`src/rtl/aes_pkg.sv`:
```
// AES round sequencer shared types: key-length codes, round counts, FSM states.
// Latency: n/a (declarations only).
// Backpressure: n/a.
package aes_pkg;

    localparam int NR_128 = 10;
    localparam int NR_192 = 12;
    localparam int NR_256 = 14;

    typedef enum logic [1:0] {
        KEY_128 = 2'd0,
        KEY_192 = 2'd1,
        KEY_256 = 2'd2,
        KEY_BAD = 2'd3
    } key_len_t;

    typedef enum logic [2:0] {
        ST_IDLE,
        ST_INIT,
        ST_ROUND,
        ST_FINAL,
        ST_DONE
    } state_t;

    // Round count for a legal key-length code; the illegal code never reaches here.
    function automatic int nr_of(input logic [1:0] key_len);
        case (key_len)
            KEY_192: nr_of = NR_192;
            KEY_256: nr_of = NR_256;
            default: nr_of = NR_128;
        endcase
    endfunction

endpackage

```
`src/rtl/aes_round_ctrl_if.sv`:
```
// Control bundle between GCM control / key schedule (master) and the round sequencer (slave).
// Latency: n/a (wiring only).
// Backpressure: key schedule stalls the sequencer by holding i_ks_ready low.
// Optional: i_abort exists only when AES_RND_CTRL_ABORT_EN is defined.
interface aes_round_ctrl_if #(
    parameter int CNT_SIZE = 4
);
    logic                i_start;
    logic [1:0]          i_key_len;
    logic                i_ks_ready;
`ifdef AES_RND_CTRL_ABORT_EN
    logic                i_abort;
`endif
    logic                o_ready;
    logic                o_busy;
    logic [CNT_SIZE-1:0] o_round;
    logic                o_rk_req;
    logic                o_load;
    logic                o_round_en;
    logic                o_final;
    logic                o_done;
    logic                o_err;

    modport master (
        output i_start, i_key_len, i_ks_ready,
`ifdef AES_RND_CTRL_ABORT_EN
        output i_abort,
`endif
        input  o_ready, o_busy, o_round, o_rk_req, o_load, o_round_en,
               o_final, o_done, o_err
    );

    modport slave (
        input  i_start, i_key_len, i_ks_ready,
`ifdef AES_RND_CTRL_ABORT_EN
        input  i_abort,
`endif
        output o_ready, o_busy, o_round, o_rk_req, o_load, o_round_en,
               o_final, o_done, o_err
    );

endinterface

```
`src/rtl/aes_rnd_idx.sv`:
```
// Round index register: clear, increment, terminal flag at idx == limit-1.
// Latency: idx updates on the clock edge after clr/inc; term is combinational.
// Backpressure: none; holds when neither clr nor inc is asserted.
// Ports: clk, rst_n, clr (priority over inc), inc, limit, idx, term.
module aes_rnd_idx #(
    parameter int CNT_SIZE = 4
) (
    input  logic                clk,
    input  logic                rst_n,
    input  logic                clr,
    input  logic                inc,
    input  logic [CNT_SIZE-1:0] limit,
    output logic [CNT_SIZE-1:0] idx,
    output logic                term
);

    always_ff @(posedge clk or negedge rst_n) begin
        if (!rst_n) begin
            idx <= '0;
        end else if (clr) begin
            idx <= '0;
        end else if (inc) begin
            idx <= idx + CNT_SIZE'(1);
        end
    end

    assign term = (idx == (limit - CNT_SIZE'(1)));

endmodule

```
`src/rtl/aes_round_ctrl.sv`:
```
// AES encryption round sequencer: initial AddRoundKey, Nr-1 full rounds, final round, done pulse.
// Latency: o_done Nr+2 cycles after start accept when the key schedule never stalls.
// Backpressure: every key-consuming step waits on i_ks_ready; i_start accepted only while o_ready.
// Ports: clk, rst_n (async active-low), bus (aes_round_ctrl_if.slave: start/key_len/ks_ready in,
//        ready/busy/round/rk_req/load/round_en/final/done/err out).
// Optional: AES_RND_CTRL_ABORT_EN adds i_abort, which returns any non-idle state to IDLE.
module aes_round_ctrl
    import aes_pkg::*;
#(
    parameter int CNT_SIZE = 4
) (
    input  logic          clk,
    input  logic          rst_n,
    aes_round_ctrl_if.slave bus
);

    state_t              state_q, state_d;
    logic [CNT_SIZE-1:0] nr_q;
    logic                err_q;
    logic [CNT_SIZE-1:0] idx;
    logic                idx_clr, idx_inc, idx_term;
    logic                start_ok, start_bad, abort;
    logic                ready, busy, rk_req, load, round_en, fin_rnd, done;

`ifdef AES_RND_CTRL_ABORT_EN
    assign abort = bus.i_abort;
`else
    assign abort = 1'b0;
`endif

    assign start_ok  = (state_q == ST_IDLE) && bus.i_start && (bus.i_key_len != KEY_BAD);
    assign start_bad = (state_q == ST_IDLE) && bus.i_start && (bus.i_key_len == KEY_BAD);

    always_ff @(posedge clk or negedge rst_n) begin
        if (!rst_n) begin
            state_q <= ST_IDLE;
            nr_q    <= CNT_SIZE'(NR_128);
            err_q   <= 1'b0;
        end else begin
            state_q <= state_d;
            err_q   <= start_bad;
            if (start_ok) begin
                nr_q <= CNT_SIZE'(nr_of(bus.i_key_len));
            end
        end
    end

    always_comb begin
        state_d  = state_q;
        idx_clr  = 1'b0;
        idx_inc  = 1'b0;
        ready    = 1'b0;
        busy     = 1'b0;
        rk_req   = 1'b0;
        load     = 1'b0;
        round_en = 1'b0;
        fin_rnd  = 1'b0;
        done     = 1'b0;
        case (state_q)
            ST_IDLE: begin
                ready = 1'b1;
                if (start_ok) begin
                    idx_clr = 1'b1;
                    state_d = ST_INIT;
                end
            end
            ST_INIT: begin
                busy   = 1'b1;
                rk_req = 1'b1;
                if (bus.i_ks_ready) begin
                    load    = 1'b1;
                    idx_inc = 1'b1;
                    state_d = ST_ROUND;
                end
            end
            ST_ROUND: begin
                busy   = 1'b1;
                rk_req = 1'b1;
                if (bus.i_ks_ready) begin
                    round_en = 1'b1;
                    idx_inc  = 1'b1;
                    // Increment lands exactly on Nr, which is the final round's index.
                    if (idx_term) begin
                        state_d = ST_FINAL;
                    end
                end
            end
            ST_FINAL: begin
                busy   = 1'b1;
                rk_req = 1'b1;
                if (bus.i_ks_ready) begin
                    round_en = 1'b1;
                    fin_rnd  = 1'b1;
                    state_d  = ST_DONE;
                end
            end
            ST_DONE: begin
                busy    = 1'b1;
                done    = !abort;
                idx_clr = 1'b1;
                state_d = ST_IDLE;
            end
            default: begin
                state_d = ST_IDLE;
            end
        endcase
        // Abort wins over key-ready; strobes decoded above still show this cycle.
        if (abort && (state_q != ST_IDLE)) begin
            state_d = ST_IDLE;
            idx_clr = 1'b1;
            idx_inc = 1'b0;
        end
    end

    aes_rnd_idx #(
        .CNT_SIZE (CNT_SIZE)
    ) u_idx (
        .clk   (clk),
        .rst_n (rst_n),
        .clr   (idx_clr),
        .inc   (idx_inc),
        .limit (nr_q),
        .idx   (idx),
        .term  (idx_term)
    );

    assign bus.o_ready    = ready;
    assign bus.o_busy     = busy;
    assign bus.o_round    = idx;
    assign bus.o_rk_req   = rk_req;
    assign bus.o_load     = load;
    assign bus.o_round_en = round_en;
    assign bus.o_final    = fin_rnd;
    assign bus.o_done     = done;
    assign bus.o_err      = err_q;

endmodule

```
`src/flat_wrapper.sv`:
```
// flat-port wrapper written by rule: the top's interface ports become plain ports
module aes_round_ctrl_flat import aes_pkg::*;
#(
    parameter int CNT_SIZE = 4
)
  (clk, rst_n, bus_i_start, bus_i_key_len, bus_i_ks_ready, bus_o_ready, bus_o_busy, bus_o_round, bus_o_rk_req, bus_o_load, bus_o_round_en, bus_o_final, bus_o_done, bus_o_err);
  aes_round_ctrl_if #(.CNT_SIZE(CNT_SIZE)) bus_i ();
  input  logic clk;
  input  logic rst_n;
  input wire logic [$bits(bus_i.i_start)-1:0] bus_i_start;
  input wire logic [$bits(bus_i.i_key_len)-1:0] bus_i_key_len;
  input wire logic [$bits(bus_i.i_ks_ready)-1:0] bus_i_ks_ready;
  output wire logic [$bits(bus_i.o_ready)-1:0] bus_o_ready;
  output wire logic [$bits(bus_i.o_busy)-1:0] bus_o_busy;
  output wire logic [$bits(bus_i.o_round)-1:0] bus_o_round;
  output wire logic [$bits(bus_i.o_rk_req)-1:0] bus_o_rk_req;
  output wire logic [$bits(bus_i.o_load)-1:0] bus_o_load;
  output wire logic [$bits(bus_i.o_round_en)-1:0] bus_o_round_en;
  output wire logic [$bits(bus_i.o_final)-1:0] bus_o_final;
  output wire logic [$bits(bus_i.o_done)-1:0] bus_o_done;
  output wire logic [$bits(bus_i.o_err)-1:0] bus_o_err;
  assign bus_i.i_start = bus_i_start;
  assign bus_i.i_key_len = bus_i_key_len;
  assign bus_i.i_ks_ready = bus_i_ks_ready;
  assign bus_o_ready = bus_i.o_ready;
  assign bus_o_busy = bus_i.o_busy;
  assign bus_o_round = bus_i.o_round;
  assign bus_o_rk_req = bus_i.o_rk_req;
  assign bus_o_load = bus_i.o_load;
  assign bus_o_round_en = bus_i.o_round_en;
  assign bus_o_final = bus_i.o_final;
  assign bus_o_done = bus_i.o_done;
  assign bus_o_err = bus_i.o_err;
  aes_round_ctrl #(.CNT_SIZE(CNT_SIZE)) u_core (.clk(clk), .rst_n(rst_n), .bus(bus_i));
endmodule
```
`config.mk`:
```
export PLATFORM = sky130hd
export DESIGN_NAME = aes_round_ctrl_flat
export DESIGN_NICKNAME = d
export VERILOG_FILES = /design/src/rtl/aes_pkg.sv /design/src/rtl/aes_round_ctrl_if.sv /design/src/rtl/aes_rnd_idx.sv /design/src/rtl/aes_round_ctrl.sv /design/src/flat_wrapper.sv
export SDC_FILE = /design/constraint.sdc
export NUM_CORES = 1
export LEC_CHECK = 0
export CAP_MARGIN = 20
export CORE_AREA = 2 2 40 42
export DETAILED_ROUTE_END_ITERATION = 8
export DIE_AREA = 0 0 42 44
export GPL_ROUTABILITY_DRIVEN = 0
export HOLD_SLACK_MARGIN = 0.1
export PLACE_DENSITY = 0.88
export SLEW_MARGIN = 15
export SYNTH_ARGS = -nofsm -noshare
export SYNTH_HDL_FRONTEND = slang
export SYNTH_SLANG_ARGS = --single-unit
export TNS_END_PERCENT = 100
```
`constraint.sdc`:
```
create_clock -name clk -period 2.1 [get_ports clk]
set_input_delay 0.42 -clock clk [delete_from_list [all_inputs] [get_ports clk]]
set_output_delay 0.42 -clock clk [all_outputs]
set_load 0.02 [all_outputs]
```
---- Word-level counts from Yosys, hierarchy flattened ----
Index checks and enable logic that the tools add are counted.
word-level totals
  bits in registers ....................... 12
  input port bits ......................... 6
  logic and storage cells ................. 50
cells by class
  add/sub/neg operators ................... 2
  eq/ne operators ......................... 14
  muxes and demuxes ....................... 20
  reduce and logical (&&, ||, !) cells .... 10
operator list
  cell                   count
  $mux W3                5
  $pmux W3 S4            1
  $mux W1                10
  $mux W4                2
  $ne A2 B2 Y1 const B   4
  $eq A3 B2 Y1 const B   2
  $pmux W3 S2            1
  $reduce_and A5 Y1      1
  $add A4 B1 Y4 const B  1
  $eq A2 B2 Y1 const B   2
  $eq A4 B4 Y1           1
  $ne A2 B1 Y1 const B   2
  $reduce_or A2 Y1       2
  $reduce_or A4 Y1       1
  $sub A4 B1 Y4 const B  1
  $eq A3 B1 Y1 const B   1
  $eq A3 B3 Y1 const B   1
  $logic_and A1 B1 Y1    3
  $logic_not A3 Y1       1
  $reduce_or A3 Y1       1
  $eq A2 B1 Y1 const B   1
  $pmux W1 S2            1
  $reduce_bool A2 Y1     1

---- Longest topological paths before layout ----
Gate-level depths: netlist of run 1.
  depth after elaboration ................. 6
  gate-level depth with buffers ........... 5
  depth with buffers taken out ............ 5

---- Cells and area by module ----
A second synthesis of run 1 with hierarchy kept.
unflattened totals
  cells, all modules ...................... 64
  area, all modules ....................... 668.1 µm²
by module, submodules not included
  module          times used  cells each  area an instance (µm²)
  aes_round_ctrl  1           38          399.1
  aes_rnd_idx     1           26          269.0

---- Worst setup path after synthesis of run 1 ----
Ideal clock, no wire load.
  kind .................................... register to output
  start ................................... reg u_core.state_q[0]
  end ..................................... out bus_o_ready
  arrival time ............................ 1.226 ns
  setup slack ............................. 0.454 ns
  cell stages (with the launch flop) ...... 3
  buffers on the path ..................... 1
  path through ............................ dfrtp_1 > buf_6 > nor3_1
on the way
  cells in the longest elaborated chain, start to end .. 2
RTL lines
  element                 line                  text
  start, declared         aes_round_ctrl.sv:17  state_t state_q, state_d;
  start signal, assigned  aes_round_ctrl.sv:40  state_q <= state_d;
  $logic_not A3 Y1        aes_round_ctrl.sv:59  case (state_q)
  $mux W1                 aes_round_ctrl.sv:59
  end, declared           flat_wrapper.sv:13    output wire logic [$bits(bus_i.o_ready)-1:0] bus_o_ready;
Every way passes these cells.

---- Worst setup path after layout of run 1 ----
Same ends and word-level chain as after synthesis.

==> results.py, run 1 <==
metrics = {
    "global_routing": {
        "antenna_found_initial": 0,
        "met3_usage_pct": 4.17,
        "grt_use_met1_pct": 23.0,
        "grt_pass1_vias": 513,
        "grt_pass1_wl_um": 2330,
        "use_met2_pct": 26.6,
        "overflow": 0,
        "grt_usage_pct": 16.7,
        "top_usage_layer": "met2",
        "grt_start_max_net_pins": 11,
    },
    "clock_network": {
        "cts-buffers-inserted": 3,
        "h-tree-depth": 1,
        "cts_root_buffer": "clkbuf_4",
        "cts_hold_buf": 0,
        "clock_sinks": 10,
        "postCtsSetupRepairBufs": 0,
        "tritoncts": "built",
        "clockBufferDepth": 2,
        "clkLatencyLatePin_ps": 250,
        "clk_pin_slew_ps": 70,
    },
    "yosys": {
        "synth_commonest_cells": "9 x dfrtp_1, 6 x a21oi_1",
        "syn_area_um2": 664,
        "seq_area_frac_synth_pct": 37.9,
        "syn_avg_cell_area_um2": 10.1,
        "synth.area.top_cells": "dfrtp_1 34%, ha_1 7.5%, xor2_1 5.3%",
        "ys_ff_latch": 10,
        "syn_inst": 66,
        "synth_ff_type": "dfrtp_1",
        "synth_edf_count": 0,
        "synthArstFlopShare_pct": 100,
        "yosysUniqueCellTypes": 30,
        "yosysWarningCount": 0,
        "yosysMostFrequentCell": "dfrtp_1",
        "synth_fp_nets": 76,
        "synth_top_area_share_pct": 33.9,
        "yosysTopAreaCell": "dfrtp_1",
    },
    "routing": {
        "drt_wl_total_um": 1460,
        "drtIter0Drc": 5,
        "wl_per_cell_um": 13.7,
        "drc": 0,
        "vias": 570,
        "drt_first_pass_iters": 4,
        "postRouteAntennaNets": 0,
        "avgViaCountPerCell": 5.33,
    },
    "worst_setup_path": {
        "path_delay_family": "buffers and inverters",
        "arrival_ps": 1640,
        "worstPathMaxFanout": 3,
        "endpoint_kind": "primary output",
        "r2r_slack_ps": 630,
        "cp.buffers_inverters": 1,
        "crit_chain": "nor3_1 -> clkdlybuf4s50_1",
        "cpPeakStageDelay_ps": 670,
        "required_ps": 1680,
        "path_class": "reg -> out",
        "critPathLaunchType": "register",
        "cp_slowest_cell": "clkdlybuf4s50_1",
    },
    "power": {
        "vdd_drop_max_mv": 0.628,
        "power_mw": 1.25,
        "power.leakage_nw": 0.431,
        "powerDensity_nw_per_um2": 1390,
    },
    "floorplanning": {
        "start_util_pct": 46.8,
        "rows": 14,
        "die_w_um": 42,
        "core-area_um2": 1420,
        "die-area_um2": 1850,
        "dieHeight_um": 44,
        "ioPinCount": 18,
    },
    "timing": {
        "fin_crit_ps": 2060,
        "setup_viol": 0,
        "tightest_slew_ps": 476,
        "drv_slew": 0,
        "fin_skew_ps": 0.690,
        "hold_viol_final": 0,
        "layout_setup_ws_ps": 38.4,
        "rsz0062_at_grt": "no",
        "slew_headroom_pct": 68.2,
        "period_share_pct": 98.2,
        "max_clock_freq_mhz": 485,
    },
    "placed_design": {
        "preCtsSetupSlack_ps": -224,
        "io_buffers": 17,
        "dp_hpwl_um": 1060,
    },
    "outcome": {
        "status": "finished, final reports clean",
    },
    "worst_hold_path": {
        "hold_path_class": "in -> async",
    },
    "final_layout": {
        "drive_above_1_share_pct": 18.7,
        "nFillCells": 119,
        "syn_to_final_growth_pct": 36.0,
        "antenna_cells": 0,
        "fin_nets": 102,
    },
    "run": {
        "maxCapViolations": 0,
    },
}
timing repair:
action,4_1_cts,5_1_grt
pin swaps,0,0
resized for setup,4,2
endpoints found under the setup margin,3,2
metrics by stage:
step	instance area, um^2	hold slack [ps]	utilization [%]	setup TNS (ps)	std cells
detailed placement	873	537	61.6	-646	103
global placement	873	530	61.6	-635	103
CTS	898	501	63.3	0	107
global route	903	523	63.7	0	107
floorplan	664	124	-	0	66
finish	903	487	63.7	0	107
layout make-up:
cell class              count  area (um^2)  area share [%]
inverters                   4         15.0            1.66
flip-flops and latches     10          251            27.8
multi-input cells          49          369            40.9
repair buffers             24          221            24.5
clock buffers               4         26.3            2.91
well taps                  16         20.0            2.22
power by group:
part / internal (mW) / total [mW] / switching, mW
logic: 0.382 / 0.788 / 0.406
clock network: 0.0732 / 0.137 / 0.0633
registers: 0.261 / 0.329 / 0.0678
layer usage:
metal	wire length [um]	vias to the layer above	share of wire [%]
met4	7	0	0.48
li1	-	279	-
met5	0	-	0
met3	75	2	5.1
met2	708	13	48
met1	669	276	46
logic make-up (layout without fill, tap and decap cells):
family          Yosys count  count (layout)  share of synthesized area [%]
xor+xnor                  6               6                           10.7
simple gates             23              23                           21.5
mux                       1               1                           1.51
compound gates           15              15                           13.6
buf+inv                   7              32                           7.34
flops                    10              10                           37.9
fa+ha+maj                 4               4                           7.53
placed cells by master (no fill, tap or decap), drive strengths merged, types with 2 or more instances in the layout:
| master | n |
|---|---|
| clkbuf | 4 |
| clkdlybuf4s50 | 13 |
| nor2 | 4 |
| xnor2 | 2 |
| or4 | 2 |
| a31oi | 2 |
| ha | 4 |
| o21ai | 2 |
| dlygate4sd2 | 3 |
| and3 | 3 |
| and2 | 2 |
| nand2 | 2 |
| xor2 | 4 |
| nor2b | 3 |
| buf | 7 |
| dfrtp | 9 |
| o31ai | 2 |
| a21oi | 7 |
| inv | 4 |
flip-flops by register name, summed over array words and instances (netlist names):
register	cells
u_core.nr_q	2
u_core.u_idx.idx	4
u_core.bus.o_err	1
u_core.state_q	3
worst paths after layout:
kind                                                    to  depth (start not counted)                          start
setup / recovery                               bus_o_ready                          2  u_core.state_q[0]$_DFFE_PN0P_
hold / removal               u_core.state_q[1]$_DFFE_PN0P_                          1                          rst_n
hold reg to reg                 u_core.nr_q[1]$_DFFE_PN1P_                          2     u_core.nr_q[1]$_DFFE_PN1P_
min in group clk                u_core.nr_q[1]$_DFFE_PN1P_                          2     u_core.nr_q[1]$_DFFE_PN1P_
max in group asynchronous       u_core.nr_q[1]$_DFFE_PN1P_                          1                          rst_n
setup reg to reg           u_core.u_idx.idx[3]$_DFFE_PN0P_                          4  u_core.state_q[2]$_DFFE_PN0P_
No activity file was read; power rests on OpenSTA's default activity.
==> run 2, diff against run 1 <==
- CORE_AREA: 2 2 40 42 -> 2 2 44 46
- DIE_AREA: 0 0 42 44 -> 0 0 46 48
- PLACE_DENSITY: 0.88 -> 0.67
- clock period: 2.1 -> 1.8 ns (I/O delays scaled with it)
==> results.py, run 2 (synthesis results as in run 1) <==
metrics = {
    "final_layout": {
        "reg_top3": "u_core.u_idx.idx (4), u_core.state_q (3), u_core.nr_q (2)",
        "fin_nets": 103,
        "layout_common_cells": "10 x clkdlybuf4s50_1, 9 x dfrtp_1, 8 x buf_4",
        "fin_area_um2": 910,
        "seqCellArea_um2": 251,
        "syn_to_final_growth_pct": 36.9,
        "nFillCells": 158,
        "largest_reg_flops": 4,
        "antenna_cells": 0,
        "largest-register": "u_core.u_idx.idx",
        "drive_above_1_share_pct": 23.9,
        "multi_input_comb_area_um2": 374,
        "final_common_cell": "clkdlybuf4s50_1",
    },
    "clock_network": {
        "tritoncts": "built",
        "clock_sinks": 10,
        "h-tree-depth": 1,
        "clockBufferDepth": 2,
        "clkLatencyLatePin_ps": 270,
        "clk_pin_slew_ps": 70,
        "postCtsSetupRepairBufs": 0,
        "cts_root_buffer": "clkbuf_4",
        "cts-buffers-inserted": 3,
    },
    "timing": {
        "layout_setup_ws_ps": 87.1,
        "rsz0062_at_grt": "no",
        "period_share_pct": 95.2,
        "fin_crit_ps": 1710,
        "tightest_slew_ps": 487,
        "max_clock_freq_mhz": 584,
        "hold_viol_final": 0,
        "slew_headroom_pct": 67.4,
        "drv_slew": 0,
        "setup_viol": 0,
        "fin_skew_ps": 3.46,
    },
    "power": {
        "combPwrFrac_pct": 59.8,
        "vdd_drop_max_mv": 0.602,
        "p_clk_share_pct": 14.2,
        "swShare_pct": 42.4,
        "p_seq_share_pct": 26.0,
        "internal-power_mw": 0.841,
        "powerDensity_nw_per_um2": 1610,
        "p_sw_mw": 0.620,
        "power.leakage_nw": 0.439,
    },
    "floorplanning": {
        "dieHeight_um": 48,
        "rows": 15,
        "start_util_pct": 39.3,
        "die-area_um2": 2210,
        "die_w_um": 46,
        "core-area_um2": 1690,
        "ioPinCount": 18,
    },
    "worst_setup_path": {
        "path_class": "in -> out",
        "arrival_ps": 1350,
        "timing.rr.end": "u_core.u_idx.idx[3]$_DFFE_PN0P_",
        "required_ps": 1440,
        "crit_chain": "clkdlybuf4s50_1 -> nor2b_4 -> and3_1 -> buf_2",
        "r2r_slack_ps": 310,
        "reg2regPathDepth": 4,
        "worstPathMaxFanout": 4,
        "cp_slowest_cell": "clkdlybuf4s50_1",
        "cpPeakStageDelay_ps": 480,
        "endpoint_kind": "primary output",
        "worstReg2RegStart": "u_core.state_q[2]$_DFFE_PN0P_",
        "critPathLaunchType": "input port",
    },
    "placed_design": {
        "preCtsSetupSlack_ps": -414,
        "io_buffers": 17,
        "dp_hpwl_um": 1040,
        "dpl_cell_area_um2": 882,
    },
    "routing": {
        "wl_per_cell_um": 12.6,
        "avgViaCountPerCell": 5.17,
        "drt_first_pass_iters": 3,
        "drt_wl_total_um": 1370,
        "drc": 0,
        "postRouteAntennaNets": 0,
        "drtIter0Drc": 3,
        "vias": 564,
    },
    "global_routing": {
        "grt_usage_pct": 15.5,
        "grt_pass1_vias": 530,
        "grt_pass1_wl_um": 2320,
        "antenna_found_initial": 0,
        "overflow": 0,
        "grt_start_max_net_pins": 11,
    },
    "run": {
        "maxCapViolations": 0,
    },
    "worst_hold_path": {
        "hold_path_class": "in -> async",
    },
    "outcome": {
        "status": "finished, final reports clean",
    },
}
[run 2: changes by cell type in the layout (fill, tap and decap cells not counted), sizes merged]
| cell | previous run | this run |
|---|---|---|
| buf | 7 | 11 |
| clkdlybuf4s15 | 0 | 1 |
| clkdlybuf4s50 | 13 | 10 |
| dlymetal6s2s | 1 | 0 |
[run 2: how the worst max path moves through the flow]
stage	cells after the start	slack [ps]	to	startpoint
final	4	90	bus_o_final	bus_i_ks_ready
after global routing	3	0.5	bus_o_busy	u_core.state_q[2]$_DFFE_PN0P_
after floorplan	4	210	u_core.nr_q[1]$_DFFE_PN1P_	u_core.state_q[0]$_DFFE_PN0P_
after CTS	5	10	bus_o_load	bus_i_ks_ready
after global placement	4	-400	bus_o_final	bus_i_ks_ready
after detailed placement	5	-410	bus_o_load	bus_i_ks_ready
[run 2: critical path, delay by kind of cell]
| family | cells | cell delay (ps) |
|---|---|---|
| buffers and inverters | 2 | 650 |
| AND/OR/NAND/NOR | 2 | 350 |
[run 2: power groups by stage]
stage | registers, mW | clock network, mW | logic (mW)
after global placement | 0.377 | 0 | 0.906
final | 0.379 | 0.208 | 0.874
after CTS | 0.380 | 0.216 | 0.888
after detailed placement | 0.377 | 0 | 0.918
after floorplan | 0.390 | 0 | 0.586
after global routing | 0.395 | 0.230 | 0.968
[run 2: layout make-up]
type / instances / share of cell area, %
Inverter: 4 / 1.65
Tap cell: 17 / 2.34
Timing Repair Buffer: 25 / 23.2
Sequential cell: 10 / 27.6
Multi-Input combinational cell: 49 / 41.1
Clock buffer: 4 / 3.99
[run 2: per-layer routing]
metal	vias to the layer above	part of all wire (%)	track usage, %
met5	-	0	0
met4	0	0.80	8.57
met3	2	4.2	4.91
met2	11	49	23.9
met1	271	46	19.1
li1	280	-	-
[run 2: through the flow]
step	cells	hold slack [ps]	util (%)	setup TNS, ps	power, mW
after floorplan	66	64.4	-	0	0.976
after global placement	105	537	52.2	-1160	1.28
after detailed placement	105	541	52.2	-1200	1.30
after CTS	109	418	54.9	0	1.48
after global routing	109	433	53.9	0	1.59
final	109	416	53.9	0	1.46
[run 2: what timing repair did]
action	CTS	global route
resized for setup	16	4
hold buffers	0	0
endpoints found under the setup margin	7	4
